### src/rtl/bus_slave_port_if.sv
// Shared-bus signals between the bus master/decoder side and one slave port.
interface bus_slave_port_if;
    logic        cs_;
    logic        as_;
    logic        rw;
    logic [29:0] addr;
    logic [31:0] wr_data;
    logic        rdy_;
    logic [31:0] rd_data;
    logic        timeout;

    modport master (
        output cs_, as_, rw, addr, wr_data,
        input  rdy_, rd_data, timeout
    );

    modport slave (
        input  cs_, as_, rw, addr, wr_data,
        output rdy_, rd_data, timeout
    );
endinterface

### src/rtl/bus_slave_port.sv
// Bus slave responder: turns one bus access into a single-outstanding backend req/ack.
// Optional BUS_SLAVE_TIMEOUT_EN forces completion after TIMEOUT cycles without be_ack.
module bus_slave_port #(
    parameter int unsigned ADDR_W  = 12,
    parameter int unsigned TIMEOUT = 255
) (
    input  logic              clk,
    input  logic              reset,
    bus_slave_port_if.slave   bus,
    output logic              be_req,
    output logic              be_we,
    output logic [ADDR_W-1:0] be_addr,
    output logic [31:0]       be_wdata,
    input  logic              be_ack,
    input  logic [31:0]       be_rdata
);

    typedef enum logic [1:0] {
        IDLE = 2'd0,
        REQ  = 2'd1,
        DONE = 2'd2
    } state_e;

    state_e              state_q, state_d;
    logic                be_req_q, be_req_d;
    logic                be_we_q, be_we_d;
    logic [ADDR_W-1:0]   be_addr_q, be_addr_d;
    logic [31:0]         be_wdata_q, be_wdata_d;
    logic                rdy_q, rdy_d;
    logic [31:0]         rd_data_q, rd_data_d;
    logic                timeout_q, timeout_d;

`ifdef BUS_SLAVE_TIMEOUT_EN
    localparam int unsigned CNT_W = $clog2(TIMEOUT + 1);
    logic [CNT_W-1:0]    cnt_q, cnt_d;
`else
    logic                unused_timeout_cfg;
    assign unused_timeout_cfg = ^TIMEOUT;
`endif

    logic                unused_addr_hi;
    assign unused_addr_hi = ^bus.addr[29:ADDR_W];

    always_ff @(posedge clk or posedge reset) begin
        if (reset) begin
            state_q    <= IDLE;
            be_req_q   <= 1'b0;
            be_we_q    <= 1'b0;
            be_addr_q  <= '0;
            be_wdata_q <= '0;
            rdy_q      <= 1'b1;
            rd_data_q  <= '0;
            timeout_q  <= 1'b0;
`ifdef BUS_SLAVE_TIMEOUT_EN
            cnt_q      <= '0;
`endif
        end else begin
            state_q    <= state_d;
            be_req_q   <= be_req_d;
            be_we_q    <= be_we_d;
            be_addr_q  <= be_addr_d;
            be_wdata_q <= be_wdata_d;
            rdy_q      <= rdy_d;
            rd_data_q  <= rd_data_d;
            timeout_q  <= timeout_d;
`ifdef BUS_SLAVE_TIMEOUT_EN
            cnt_q      <= cnt_d;
`endif
        end
    end

    // Completion outputs default to their inactive values, so they pulse for one cycle.
    always_comb begin
        state_d    = state_q;
        be_req_d   = be_req_q;
        be_we_d    = be_we_q;
        be_addr_d  = be_addr_q;
        be_wdata_d = be_wdata_q;
        rdy_d      = 1'b1;
        rd_data_d  = '0;
        timeout_d  = 1'b0;
`ifdef BUS_SLAVE_TIMEOUT_EN
        cnt_d      = cnt_q;
`endif
        case (state_q)
            IDLE: begin
                if (!bus.cs_ && !bus.as_) begin
                    be_we_d    = ~bus.rw;
                    be_addr_d  = bus.addr[ADDR_W-1:0];
                    be_wdata_d = bus.wr_data;
                    be_req_d   = 1'b1;
`ifdef BUS_SLAVE_TIMEOUT_EN
                    cnt_d      = CNT_W'(TIMEOUT);
`endif
                    state_d    = REQ;
                end
            end
            REQ: begin
                if (be_ack) begin
                    be_req_d  = 1'b0;
                    rdy_d     = 1'b0;
                    rd_data_d = be_we_q ? 32'd0 : be_rdata;
                    state_d   = DONE;
                end
`ifdef BUS_SLAVE_TIMEOUT_EN
                else if (cnt_q == '0) begin
                    be_req_d  = 1'b0;
                    rdy_d     = 1'b0;
                    timeout_d = 1'b1;
                    state_d   = DONE;
                end else begin
                    cnt_d = cnt_q - CNT_W'(1);
                end
`endif
            end
            DONE: begin
                state_d = IDLE;
            end
            default: begin
                state_d = IDLE;
            end
        endcase
    end

    assign be_req      = be_req_q;
    assign be_we       = be_we_q;
    assign be_addr     = be_addr_q;
    assign be_wdata    = be_wdata_q;
    assign bus.rdy_    = rdy_q;
    assign bus.rd_data = rd_data_q;
    assign bus.timeout = timeout_q;

endmodule

### src/flat_wrapper.sv
// flat-port wrapper written by rule: the top's interface ports become plain ports
module bus_slave_port_flat 
#(
    parameter int unsigned ADDR_W  = 12,
    parameter int unsigned TIMEOUT = 255
)
  (clk, reset, be_req, be_we, be_addr, be_wdata, be_ack, be_rdata, bus_cs_, bus_as_, bus_rw, bus_addr, bus_wr_data, bus_rdy_, bus_rd_data, bus_timeout);
  bus_slave_port_if bus_i ();
  input  logic clk;
  input  logic reset;
  output logic be_req;
  output logic be_we;
  output logic [ADDR_W-1:0] be_addr;
  output logic [31:0] be_wdata;
  input  logic be_ack;
  input  logic [31:0] be_rdata;
  input wire logic [$bits(bus_i.cs_)-1:0] bus_cs_;
  input wire logic [$bits(bus_i.as_)-1:0] bus_as_;
  input wire logic [$bits(bus_i.rw)-1:0] bus_rw;
  input wire logic [$bits(bus_i.addr)-1:0] bus_addr;
  input wire logic [$bits(bus_i.wr_data)-1:0] bus_wr_data;
  output wire logic [$bits(bus_i.rdy_)-1:0] bus_rdy_;
  output wire logic [$bits(bus_i.rd_data)-1:0] bus_rd_data;
  output wire logic [$bits(bus_i.timeout)-1:0] bus_timeout;
  assign bus_i.cs_ = bus_cs_;
  assign bus_i.as_ = bus_as_;
  assign bus_i.rw = bus_rw;
  assign bus_i.addr = bus_addr;
  assign bus_i.wr_data = bus_wr_data;
  assign bus_rdy_ = bus_i.rdy_;
  assign bus_rd_data = bus_i.rd_data;
  assign bus_timeout = bus_i.timeout;
  bus_slave_port #(.ADDR_W(ADDR_W), .TIMEOUT(TIMEOUT)) u_core (.clk(clk), .reset(reset), .bus(bus_i), .be_req(be_req), .be_we(be_we), .be_addr(be_addr), .be_wdata(be_wdata), .be_ack(be_ack), .be_rdata(be_rdata));
endmodule
### config.mk
export PLATFORM = sky130hd
export DESIGN_NAME = bus_slave_port_flat
export DESIGN_NICKNAME = d
export VERILOG_FILES = /design/src/rtl/bus_slave_port_if.sv /design/src/rtl/bus_slave_port.sv /design/src/flat_wrapper.sv
export SDC_FILE = /design/constraint.sdc
export NUM_CORES = 1
export LEC_CHECK = 0
export ABC_AREA = 1
export BUFFER_PORTS_ARGS = -buffer_cell sky130_fd_sc_hd__buf_2
export CAP_MARGIN = 20
export CORE_UTILIZATION = 43
export DETAILED_ROUTE_END_ITERATION = 10
export PLACE_DENSITY = 0.88
export SETUP_SLACK_MARGIN = 0.02
export SYNTH_ARGS = -nofsm -noshare
export SYNTH_HDL_FRONTEND = slang
export SYNTH_SLANG_ARGS = --single-unit
### constraint.sdc
create_clock -name clk -period 2.71 [get_ports clk]
set_clock_uncertainty 0.05 [all_clocks]
set_input_delay 0 -clock clk [delete_from_list [all_inputs] [get_ports clk]]
set_output_delay 0 -clock clk [all_outputs]
set_load 0.02 [all_outputs]
### Yosys cells after proc, flatten, opt, wreduce, memory -nomap -nowiden

Cells that the tools add are included.

* bits of input ports: 100
* register bits: 81
* logic and storage cells: 30
* output and inout port bits: 80

* bitwise logic cells: 1
* mux-type cells: 11
* reduce and logical (&&, ||, !) cells: 8
* equal/unequal tests: 3

Operators with widths (number)
* two-way mux 32 bit: 3
* two-way mux 1 bit: 4
* two-way mux 2 bit: 2
* one-hot mux 2 bit (2 select lines): 1
* AND reduction 2 bit: 2
* AND reduction 3 bit: 1
* == test 2 x 1 -> 1 bit, second input constant: 1
* logical NOT 1 bit: 2
* logical NOT 2 bit: 1
* inequality test 2 x 1 -> 1 bit, second input constant: 1
* inequality test 2 bit, second input constant: 1
* one-hot mux 1 bit (2 select lines): 1
* nonzero test 2 bit: 1
* logical AND 1 bit: 1
* inverter 1 bit: 1

### Logic depth before layout (Yosys ltp)

Gate-level depths: netlist (run 1).

* word-level depth: 4
* depth in mapped cells: 6
* depth with buffers taken out: 4

### Worst setup path before layout (run 1)

OpenSTA, ideal clock, no wires.

* kind: reg-to-reg
* from: register u_core.state_q[0]
* to: register u_core.be_wdata_q[13] (netlist: u_core.be_wdata[13])
* path slack: 1520 ps
* cell stages (with the launch flop): 7
* buffers on the path: 2
* period minus slack after synthesis: 1190 ps
* arrival: 1023 ps
* cells stage by stage: dfrtp_1 > nor2_4 > nand2_1 > buf_6 > buf_6 > nand2_1 > nand2_1

* longest elaborated chain between the ends: 2

Ends and longest elaborated chain
* start, declared: line bus_slave_port.sv:24 `state_e state_q, state_d;`
* start signal, assigned: line bus_slave_port.sv:58 `state_q <= state_d;`
* logical NOT 2 bit: line bus_slave_port.sv:85 `case (state_q)`
* AND reduction 2 bit (no source line)
* end signal, assigned: line bus_slave_port.sv:62 `be_wdata_q <= be_wdata_d;`
* end, declared: line bus_slave_port.sv:28 `logic [31:0] be_wdata_q, be_wdata_d;`

No other way between the ends.
A chain may end at the register's enable or synchronous reset.

### Worst setup path after layout (run 1)

* from: register u_core.state_q[0]
* to: register u_core.be_wdata_q[25] (netlist: u_core.be_wdata[25])

Same word-level chain as after synthesis.

==> results_dict.tcl, run 1 <==
set metrics [dict create \
    drc 0 \
    ys_seq_elements 81 \
    leakage_nw 2.70 \
    fin_util_pct 71.0 \
    fp.dieArea_um2 7520 \
    n_antenna_cell 0 \
    clkTransAtPathRegs_ns 0.09 \
    fmax_mhz 618 \
    worstPathMaxFanout 30 \
    antenna_found_initial 0 \
    ys_async_sr_fraction_pct 100 \
    cp_slowest_stage_delay_ns 0.42 \
    vdd_drop_max_mv 0.339 \
    path_buf_inv 1 \
    post-cts-setup-buffer-count 0 \
    syn_to_final_growth_pct 58.1 \
    coreArea_um2 6870 \
    synth_compound_area_share_pct 0.446 \
    ant_nets 0 \
    drt_iter0_drc 166 \
    cts_buffer_depth 2 \
    syn_nets 417 \
    drive_gt1_share_pct 33.5 \
    finalSetupViolations 0 \
    avgSynthCellArea_um2 9.73 \
    synth.distinct_cells 15 \
    timing.final.hold_violations 0 \
    outcome "finished clean" \
    synthTopCellsByArea "dfrtp_1 65%, nand3_1 12%, nand2_1 11%" \
    synth_top_family_by_area "simple AND/OR/NAND/NOR gates" \
    worstPathCellList "nor2_4, nand2_1, buf_4, nand2_1, nand2_1" \
    end_kind "register" \
    clockRootBuffer "clkbuf_8" \
    drv_slew 0 \
    post-place-cells 554 \
    start_kind "register" \
    die_w_um 86.7 \
    via_count 3173 \
    synth_common_cells "92 x nand2_1, 80 x dfrtp_1, 77 x nand3_1" \
    drv_cap 0 \
    nets 648 \
    cp_slowest_cell "dfrtp_1" \
    tightest_slew_ns 0.907 \
    start_util_pct 44.9 \
    min_period_ns 1.62 \
    ys.flop_type "dfrtp_1" \
    track_usage_pct 25.6 \
    cp_top_family "simple AND/OR/NAND/NOR gates" \
    synth-simple-area-share_pct 28.5 \
    stdcell_count 649 \
    clk_latency_ns 0.33 \
    setup_tns_ns 0 \
    synth_most_common_cell "nand2_1" \
    grt_pass1_wl_um 14600 \
    ios 180 \
    hpwl_um 4970 \
    cts_made_buffers 9 \
    ys_warn_count 0 \
    grt_pass1_vias 3093 \
    synth_top_cell_area_share_pct 64.9 \
    rows 30 \
    maxSlewHeadroom_pct 39.4 \
    cts_sinks 81 \
    synthMuxAreaShare_pct 0 \
    total_power_mw 3.24 \
    gp_congestion 0.769 \
    post_drt_wl_per_cell_um 14.5 \
    synth_cells 317 \
    required_ns 2.89 \
    synth-xor-area-share_pct 0 \
    die_h_um 86.7 \
    rrSetupSlack_ns 1.09 \
    cts-resized-gates 0 \
    crit_type "reg2reg" \
    vias_per_cell 4.89 \
    dr.pass1.iters 4 \
    synth_edf_count 0 \
    hold_class "in2reg" \
    htreeDepth 3 \
    port_buffers 160 \
    synthAdderAreaFrac_pct 0 \
    grt_setup_unrepaired "false" \
    grt_max_degree 48 \
    post-route-period-util_pct 59.7 \
    yosys.area.top_type "dfrtp_1" \
    wl_um 9420 \
    hold_slack_ns 0.149 \
    syn_area_um2 3090 \
    grt_overflow 0 \
    p_per_area_nw_per_um2 665 \
    arrival_ns 1.80 \
    cp_common_cell "nand2_1" \
    synth-seq-area-share_pct 65.7 \
    cts_tree "built" \
]
[stage by stage]
| stage | cell area [um^2] | setup WS (ns) |
|---|---|---|
| floorplan | 3090 | 0.582 |
| global placement | 3910 | 1.14 |
| detailed placement | 3910 | 1.09 |
| CTS | 4850 | 1.07 |
| global route | 4880 | 0.926 |
| finish | 4880 | 1.09 |
[worst min-delay path, delay by kind of cell]
| family | cells | cell delay [ns] |
|---|---|---|
| buffers and inverters | 1 | 0.30 |
| AND/OR/NAND/NOR | 2 | 0.21 |
[where the power goes]
part / internal [mW] / total, mW / switching (mW)
registers: 1.40 / 1.50 / 0.0989
logic: 0.363 / 0.996 / 0.633
clock network: 0.330 / 0.745 / 0.414
[kinds of logic (layout without fill, tap and decap cells)]
family | count (synthesis) | count (layout)
flip-flops | 81 | 81
AND/OR/NAND/NOR | 204 | 204
buffers and inverters | 29 | 265
AO/OA/AOI/OAI | 2 | 2
other | 1 | 1
[registers in the layout (all words and copies together) (netlist names)]
signal              count
u_core.be_addr         12
u_core.state_q          2
u_core.be_req           1
u_core.bus.rdy_         1
u_core.bus.rd_data     32
u_core.be_wdata        32
u_core.be_we            1
[final timing paths]
kind,startpoint,to,cells past startpoint
max reg2reg,u_core.state_q[0],u_core.be_wdata[25],5
max in group asynchronous,reset,u_core.state_q[1],4
min,be_ack,u_core.bus.rd_data[25],3
min reg2reg,u_core.be_wdata[8],u_core.be_wdata[8],2
min in group asynchronous,reset,u_core.be_wdata[29],4
max,u_core.state_q[0],u_core.be_wdata[25],5
[what timing repair did]
item	4_1_cts	5_1_grt
setup endpoints to repair	0	0
hold buffers	78	0
endpoints found under the hold margin	157	0
[layout make-up]
type	instances	area [um^2]
sequential	81	2030
fill	490	1990
timing repair buffer	244	1650
multi-input combinational	207	898
clock buffer	11	131
tap	96	120
clock inverter	5	32.5
inverter	5	20.0
[layer usage]
metal  vias up  GRT usage, %  part of all wire (%)
met3        28          6.67                   7.5
met5         -             0                     0
met1      1496          28.9                    38
li1       1470             -                     -
met2       179          45.0                    52
met4         0          12.3                   2.7
[cell usage in the layout (no fill, tap or decap), drive strengths merged]
master / instances
nand3: 77
clkinv: 3
dfrtp: 80
clkbuf: 11
clkinvlp: 3
a21oi: 1
dlygate4sd3: 78
nand2: 92
conb: 1
nand3b: 1
buf: 166
nor2: 34
dfstp: 1
inv: 4
o21ai: 1
Power figures use the tool's default switching activity.
==> run 2, diff against run 1 <==
--- a/config.mk
+++ b/config.mk
@@ -8,9 +8,9 @@
 export ABC_AREA = 1
 export BUFFER_PORTS_ARGS = -buffer_cell sky130_fd_sc_hd__buf_2
 export CAP_MARGIN = 20
-export CORE_UTILIZATION = 43
+export CORE_UTILIZATION = 39
 export DETAILED_ROUTE_END_ITERATION = 10
-export PLACE_DENSITY = 0.88
+export PLACE_DENSITY = 0.85
 export SETUP_SLACK_MARGIN = 0.02
 export SYNTH_ARGS = -nofsm -noshare
 export SYNTH_HDL_FRONTEND = slang
==> constraint.sdc (replaced) <==
create_clock -name clk -period 1.32 [get_ports clk]
set_clock_uncertainty 0.05 [all_clocks]
set_input_delay 0 -clock clk [delete_from_list [all_inputs] [get_ports clk]]
set_output_delay 0 -clock clk [all_outputs]
set_load 0.02 [all_outputs]
==> run 2 against run 1 <==
  * Worst setup slack got worse by 0.96 ns
  * Final area rose by 2.1%
  * Maximum frequency rose by 36%
  * Critical path depth did not move
  * Non-clock buffer count rose by 8
  * Final cell count rose by 1.8%
  * Routed wire length rose by 5.9%
  * Hold slack improved by 0.16 ns
  * Global-route usage fell by 0.43 points
  * Register-to-register slack got worse by 0.96 ns
  * Largest cell class unchanged
  * Largest power group unchanged
  * Highest routed layer unchanged
==> results_dict.tcl, run 2 (same netlist as run 1, synthesis figures left out) <==
set metrics [dict create \
    outcome "finished clean" \
    required_ns 1.48 \
    start_kind "register" \
    post-route-period-util_pct 90.1 \
    maxSlewHeadroom_pct 66.2 \
    final_area_um2 4980 \
    clkTransAtPathRegs_ns 0.08 \
    arrival_ns 1.35 \
    drive_gt1_share_pct 34.2 \
    leakage_nw 2.75 \
    power_frac_comb_pct 31.2 \
    finalSetupViolations 0 \
    vias_per_cell 4.84 \
    cts_sinks 81 \
    p_clk_share_pct 23.2 \
    postPlaceCellArea_um2 3990 \
    drv_slew 0 \
    clockRootBuffer "clkbuf_8" \
    grt_pass1_vias 3332 \
    clk_latency_ns 0.34 \
    hpwl_um 5350 \
    port_buffers 160 \
    grt_setup_unrepaired "false" \
    n_fill_cell 591 \
    drc 0 \
    start_util_pct 40.1 \
    ant_nets 0 \
    grt_overflow 0 \
    post-cts-setup-buffer-count 0 \
    tightest_slew_ns 0.506 \
    ios 180 \
    fp.dieArea_um2 8270 \
    multi_input_area_um2 901 \
    timing.final.hold_violations 0 \
    syn_to_final_growth_pct 61.4 \
    fmax_mhz 841 \
    via_count 3200 \
    hold_class "in2async" \
    switching_power_mw 2.36 \
    final_common_cell "buf_2" \
    track_usage_pct 25.1 \
    drv_cap 0 \
    power_frac_seq_pct 45.5 \
    grt_max_degree 42 \
    dr.pass1.iters 6 \
    drt_iter0_drc 175 \
    swShare_pct 34.7 \
    nets 656 \
    rows 32 \
    antenna_found_initial 0 \
    coreArea_um2 7690 \
    crit_type "reg2reg" \
    end_kind "register" \
    cts_made_buffers 9 \
    n_antenna_cell 0 \
    htreeDepth 3 \
    die_w_um 90.9 \
    vdd_drop_max_mv 0.635 \
    p_int_mw 4.44 \
    setup_tns_ns 0 \
    min_period_ns 1.19 \
    grt_pass1_wl_um 16000 \
    hold_slack_ns 0.304 \
    final_cell_mix "160 x buf_2, 91 x nand2_1, 81 x dlygate4sd3_1" \
    die_h_um 90.9 \
    post_drt_wl_per_cell_um 15.1 \
    cts_tree "built" \
    gp_congestion 0.740 \
    ff_latch_area_um2 2030 \
    worstPathMaxFanout 24 \
    p_per_area_nw_per_um2 1360 \
    cts_buffer_depth 2 \
    wl_um 9980 \
]
run 2: path summary, 6_finish.rpt:
kind,cells past startpoint,slack [ns],startpoint,to
min in group clk,4,0.38,bus_wr_data[30],u_core.be_wdata[30]
max reg2reg,5,0.13,u_core.state_q[0],u_core.be_wdata[11]
max in group asynchronous,4,0.53,reset,u_core.bus.rdy_
max,5,0.13,u_core.state_q[0],u_core.be_wdata[11]
min,4,0.30,reset,u_core.bus.rd_data[25]
min reg2reg,2,0.41,u_core.be_wdata[31],u_core.be_wdata[31]
run 2: repair_timing:
action,CTS,global route
setup endpoints to repair,0,33
hold buffers,81,0
endpoints found under the hold margin,161,0
gates resized for setup,0,4
run 2: worst max-delay path: stages, from the launching register on:
cell,delay (ns)
dfrtp_1,0.42
nor2_4,0.15
nand2_2,0.11
buf_6,0.19
nand2_1,0.07
nand2_1,0.07
run 2: stage by stage:
step           power (mW)  util (%)  setup slack [ns]  instances
2_1_floorplan        4.27         -             0.130        317
3_3_place_gp         4.94      51.8             0.134        566
3_5_place_dp         5.01      51.8            0.0831        566
4_1_cts              6.79      64.6            0.0684        661
5_1_grt              7.17      64.8            0.0423        661
6_report             6.79      64.8             0.131        661
run 2: final cells by class:
cell class / instances / share of cell area (%)
Sequential cell: 81 / 40.7
Timing Repair Buffer: 252 / 34.8
Multi-Input combinational cell: 207 / 18.1
Clock buffer: 11 / 3.04
Tap cell: 102 / 2.56
Inverter: 5 / 0.452
Clock inverter: 3 / 0.352
run 2: per-layer routing:
layer	vias up	part of all wire, %	global-route usage [%]
li1	1487	-	-
met1	1502	39	28.4
met2	180	50	43.2
met3	31	8.1	7.96
met4	0	3.3	11.9
met5	-	0	0
run 2: power by group through the flow:
stage | combinational, mW | clock (mW) | sequential, mW
after floorplan | 0.644 | 0 | 3.62
after global placement | 1.84 | 0 | 3.10
after detailed placement | 1.89 | 0 | 3.12
after CTS | 2.08 | 1.64 | 3.07
after global routing | 2.30 | 1.74 | 3.13
final | 2.12 | 1.58 | 3.09
==> run 3, diff against run 2 <==
--- a/config.mk
+++ b/config.mk
@@ -5,12 +5,11 @@
 export SDC_FILE = /design/constraint.sdc
 export NUM_CORES = 1
 export LEC_CHECK = 0
-export ABC_AREA = 1
 export BUFFER_PORTS_ARGS = -buffer_cell sky130_fd_sc_hd__buf_2
 export CAP_MARGIN = 20
-export CORE_UTILIZATION = 39
+export CORE_UTILIZATION = 38
 export DETAILED_ROUTE_END_ITERATION = 10
-export PLACE_DENSITY = 0.85
+export PLACE_DENSITY = 0.84
 export SETUP_SLACK_MARGIN = 0.02
 export SYNTH_ARGS = -nofsm -noshare
 export SYNTH_HDL_FRONTEND = slang
==> run 3 against run 2 <==
  * The flow now finishes with violations (setup timing)
  * Critical path depth fell by 1
  * Flip-flop and latch count unchanged
  * Via count shrank 24%
  * First-iteration DRC count is 58% lower
  * Combinational power increased by 2%
  * Power rose by 5.0%
  * Critical path type unchanged
==> results_dict.tcl, run 3 <==
set metrics [dict create \
    coreArea_um2 7290 \
    r2r-start "u_core.state_q[1]" \
    grt_setup_unrepaired "true" \
    fp.dieArea_um2 7970 \
    post-route-period-util_pct 114 \
    arrival_ns 1.68 \
    synth_common_cells "80 x dfrtp_1, 42 x mux2_2, 32 x and2_1" \
    postPlaceCellArea_um2 3840 \
    busiest_layer "met2" \
    htreeDepth 3 \
    syn_nets 279 \
    synth_top_cell_area_share_pct 69.1 \
    cts_buffer_depth 2 \
    post-place-cells 436 \
    leakage_nw 2.62 \
    die_w_um 89.3 \
    vdd_drop_max_mv 0.659 \
    ys_seq_elements 81 \
    vias_per_cell 4.48 \
    port_buffers 160 \
    gp_congestion 0.690 \
    crit_type "reg2reg" \
    syn_to_final_growth_pct 75.5 \
    stdcell_count 542 \
    synth_most_common_cell "dfrtp_1" \
    grt_overflow 0 \
    rows 31 \
    met1_usage_pct 22.2 \
    worstHoldPathCells 3 \
    use_met3_pct 6.65 \
    die_h_um 89.3 \
    synth-seq-area-share_pct 70.1 \
    hpwl_um 4410 \
    required_ns 1.50 \
    cts_tree "built" \
    clkTransAtPathRegs_ns 0.08 \
    wl_um 9330 \
    drive_gt1_share_pct 53.7 \
    hold_slack_ns 0.0310 \
    outcome "finished, violations left" \
    path_buf_inv 2 \
    clk_latency_ns 0.34 \
    ant_nets 0 \
    timing.final.hold_violations 0 \
    cp_slowest_cell "dfrtp_1" \
    cts_sinks 81 \
    synthTopCellsByArea "dfrtp_1 69%, mux2_2 16%, and2_1 6.9%" \
    ys_warn_count 0 \
    drt_iter0_drc 73 \
    ys_async_sr_fraction_pct 100 \
    ios 180 \
    min-delay-start "bus_cs_" \
    post_drt_wl_per_cell_um 17.2 \
    r2r_cells 4 \
    cts_made_buffers 9 \
    worst-path-stages 4 \
    dr.pass1.iters 6 \
    syn_area_um2 2900 \
    n_fill_cell 523 \
    start_util_pct 39.7 \
    ys.flop_type "dfrtp_1" \
    met2_usage_pct 41.5 \
    synth_edf_count 0 \
    grt_pass1_vias 2639 \
    final_area_um2 5080 \
    violations "setup timing" \
    synth_cells 179 \
    avgSynthCellArea_um2 16.2 \
    finalSetupViolations 45 \
    grt_max_degree 43 \
    cp_slowest_stage_delay_ns 0.41 \
    p_per_area_nw_per_um2 1400 \
    drv_cap 0 \
    n_antenna_cell 0 \
    worstPathCellList "nor4_4, buf_6, buf_8, mux2_2" \
    via_count 2427 \
    drc 0 \
    hold_class "in2reg" \
    drv_slew 0 \
    clockRootBuffer "clkbuf_8" \
    fin_ws_ns -0.180 \
    min_period_ns 1.50 \
    grt_pass1_wl_um 12400 \
    worstPathMaxFanout 8 \
    cp_top_family "flip-flops" \
    track_usage_pct 21.8 \
    final_cell_mix "160 x buf_2, 81 x dlygate4sd3_1, 80 x dfrtp_1" \
    critPathLaunch "u_core.state_q[1]" \
    synth.distinct_cells 19 \
    start_kind "register" \
    nets 538 \
    antenna_found_initial 0 \
    yosys.area.top_type "dfrtp_1" \
    final_common_cell "buf_2" \
    fmax_mhz 667 \
    end_kind "register" \
]
[run 3: changes by cell type after synthesis, sizes merged, moves of 3 or more]
cell and change:
nand2 -92, nand3 -77, mux2 +44, nor2 -34, and2 +32, buf -13
clkbuf -3
[run 3: timing repair]
item	in CTS	in global routing
hold endpoints to repair	160	0
gates cloned	2	5
gates resized for setup	2	26
pin swaps	1	2
setup endpoints to repair	77	62
setup buffers	0	2
hold buffers	81	0
[run 3: path summary, 6_finish.rpt]
kind                                         endpoint  slack, ns
min in group asynchronous       u_core.bus.rd_data[3]       0.11
worst max register to register    u_core.be_wdata[26]      -0.18
worst min-delay path                    u_core.be_req       0.03
worst min register to register     u_core.be_wdata[3]       0.45
max in group asynchronous             u_core.bus.rdy_       0.59
worst max-delay path              u_core.be_wdata[26]      -0.18
[run 3: logic make-up after synthesis]
logic type      count (synthesis)  share of synthesized area, %
compound gates                  2                         0.518
buf+inv                        11                          2.59
flops                          81                          70.1
mux                            45                          17.5
other cells                     1                         0.130
simple gates                   39                          9.25
[run 3: worst reg2reg max path, stage by stage, from the launching register on]
cell     delay (ns)
dfrtp_1        0.41
nor4_4         0.24
buf_6          0.19
buf_8          0.16
mux2_2         0.34
[run 3: cell type report]
| class | count | area [um^2] | area share, % |
|---|---|---|---|
| clock inverter | 5 | 55.1 | 1.08 |
| sequential | 81 | 2030 | 39.9 |
| multi-input combinational | 90 | 928 | 18.3 |
| tap | 99 | 124 | 2.44 |
| timing repair buffer | 253 | 1790 | 35.2 |
| clock buffer | 11 | 141 | 2.78 |
| inverter | 3 | 15.0 | 0.295 |
[run 3: stage by stage]
step	utilization, %	power [mW]	worst slack, ns	TNS (ns)
6_report	69.7	7.13	-0.180	-6.06
3_3_place_gp	52.7	4.84	-0.194	-11.68
2_1_floorplan	-	4.22	-0.341	-14.26
5_1_grt	69.7	7.49	-0.228	-8.51
3_5_place_dp	52.7	4.92	-0.209	-13.48
4_1_cts	67.0	6.92	-0.219	-8.90
[run 3: power by group]
part           switching, mW  total [mW]  internal [mW]
Clock                  0.880        1.80          0.920
Sequential             0.254        3.17           2.91
Combinational           1.10        2.16           1.06
Total                   2.24        7.13           4.89
[run 3: metal layers]
| metal | routed length (um) | part of all wire [%] |
|---|---|---|
| met5 | 0 | 0 |
| met1 | 3480 | 37 |
| met3 | 646 | 6.9 |
| met2 | 5140 | 55 |
| met4 | 66 | 0.71 |
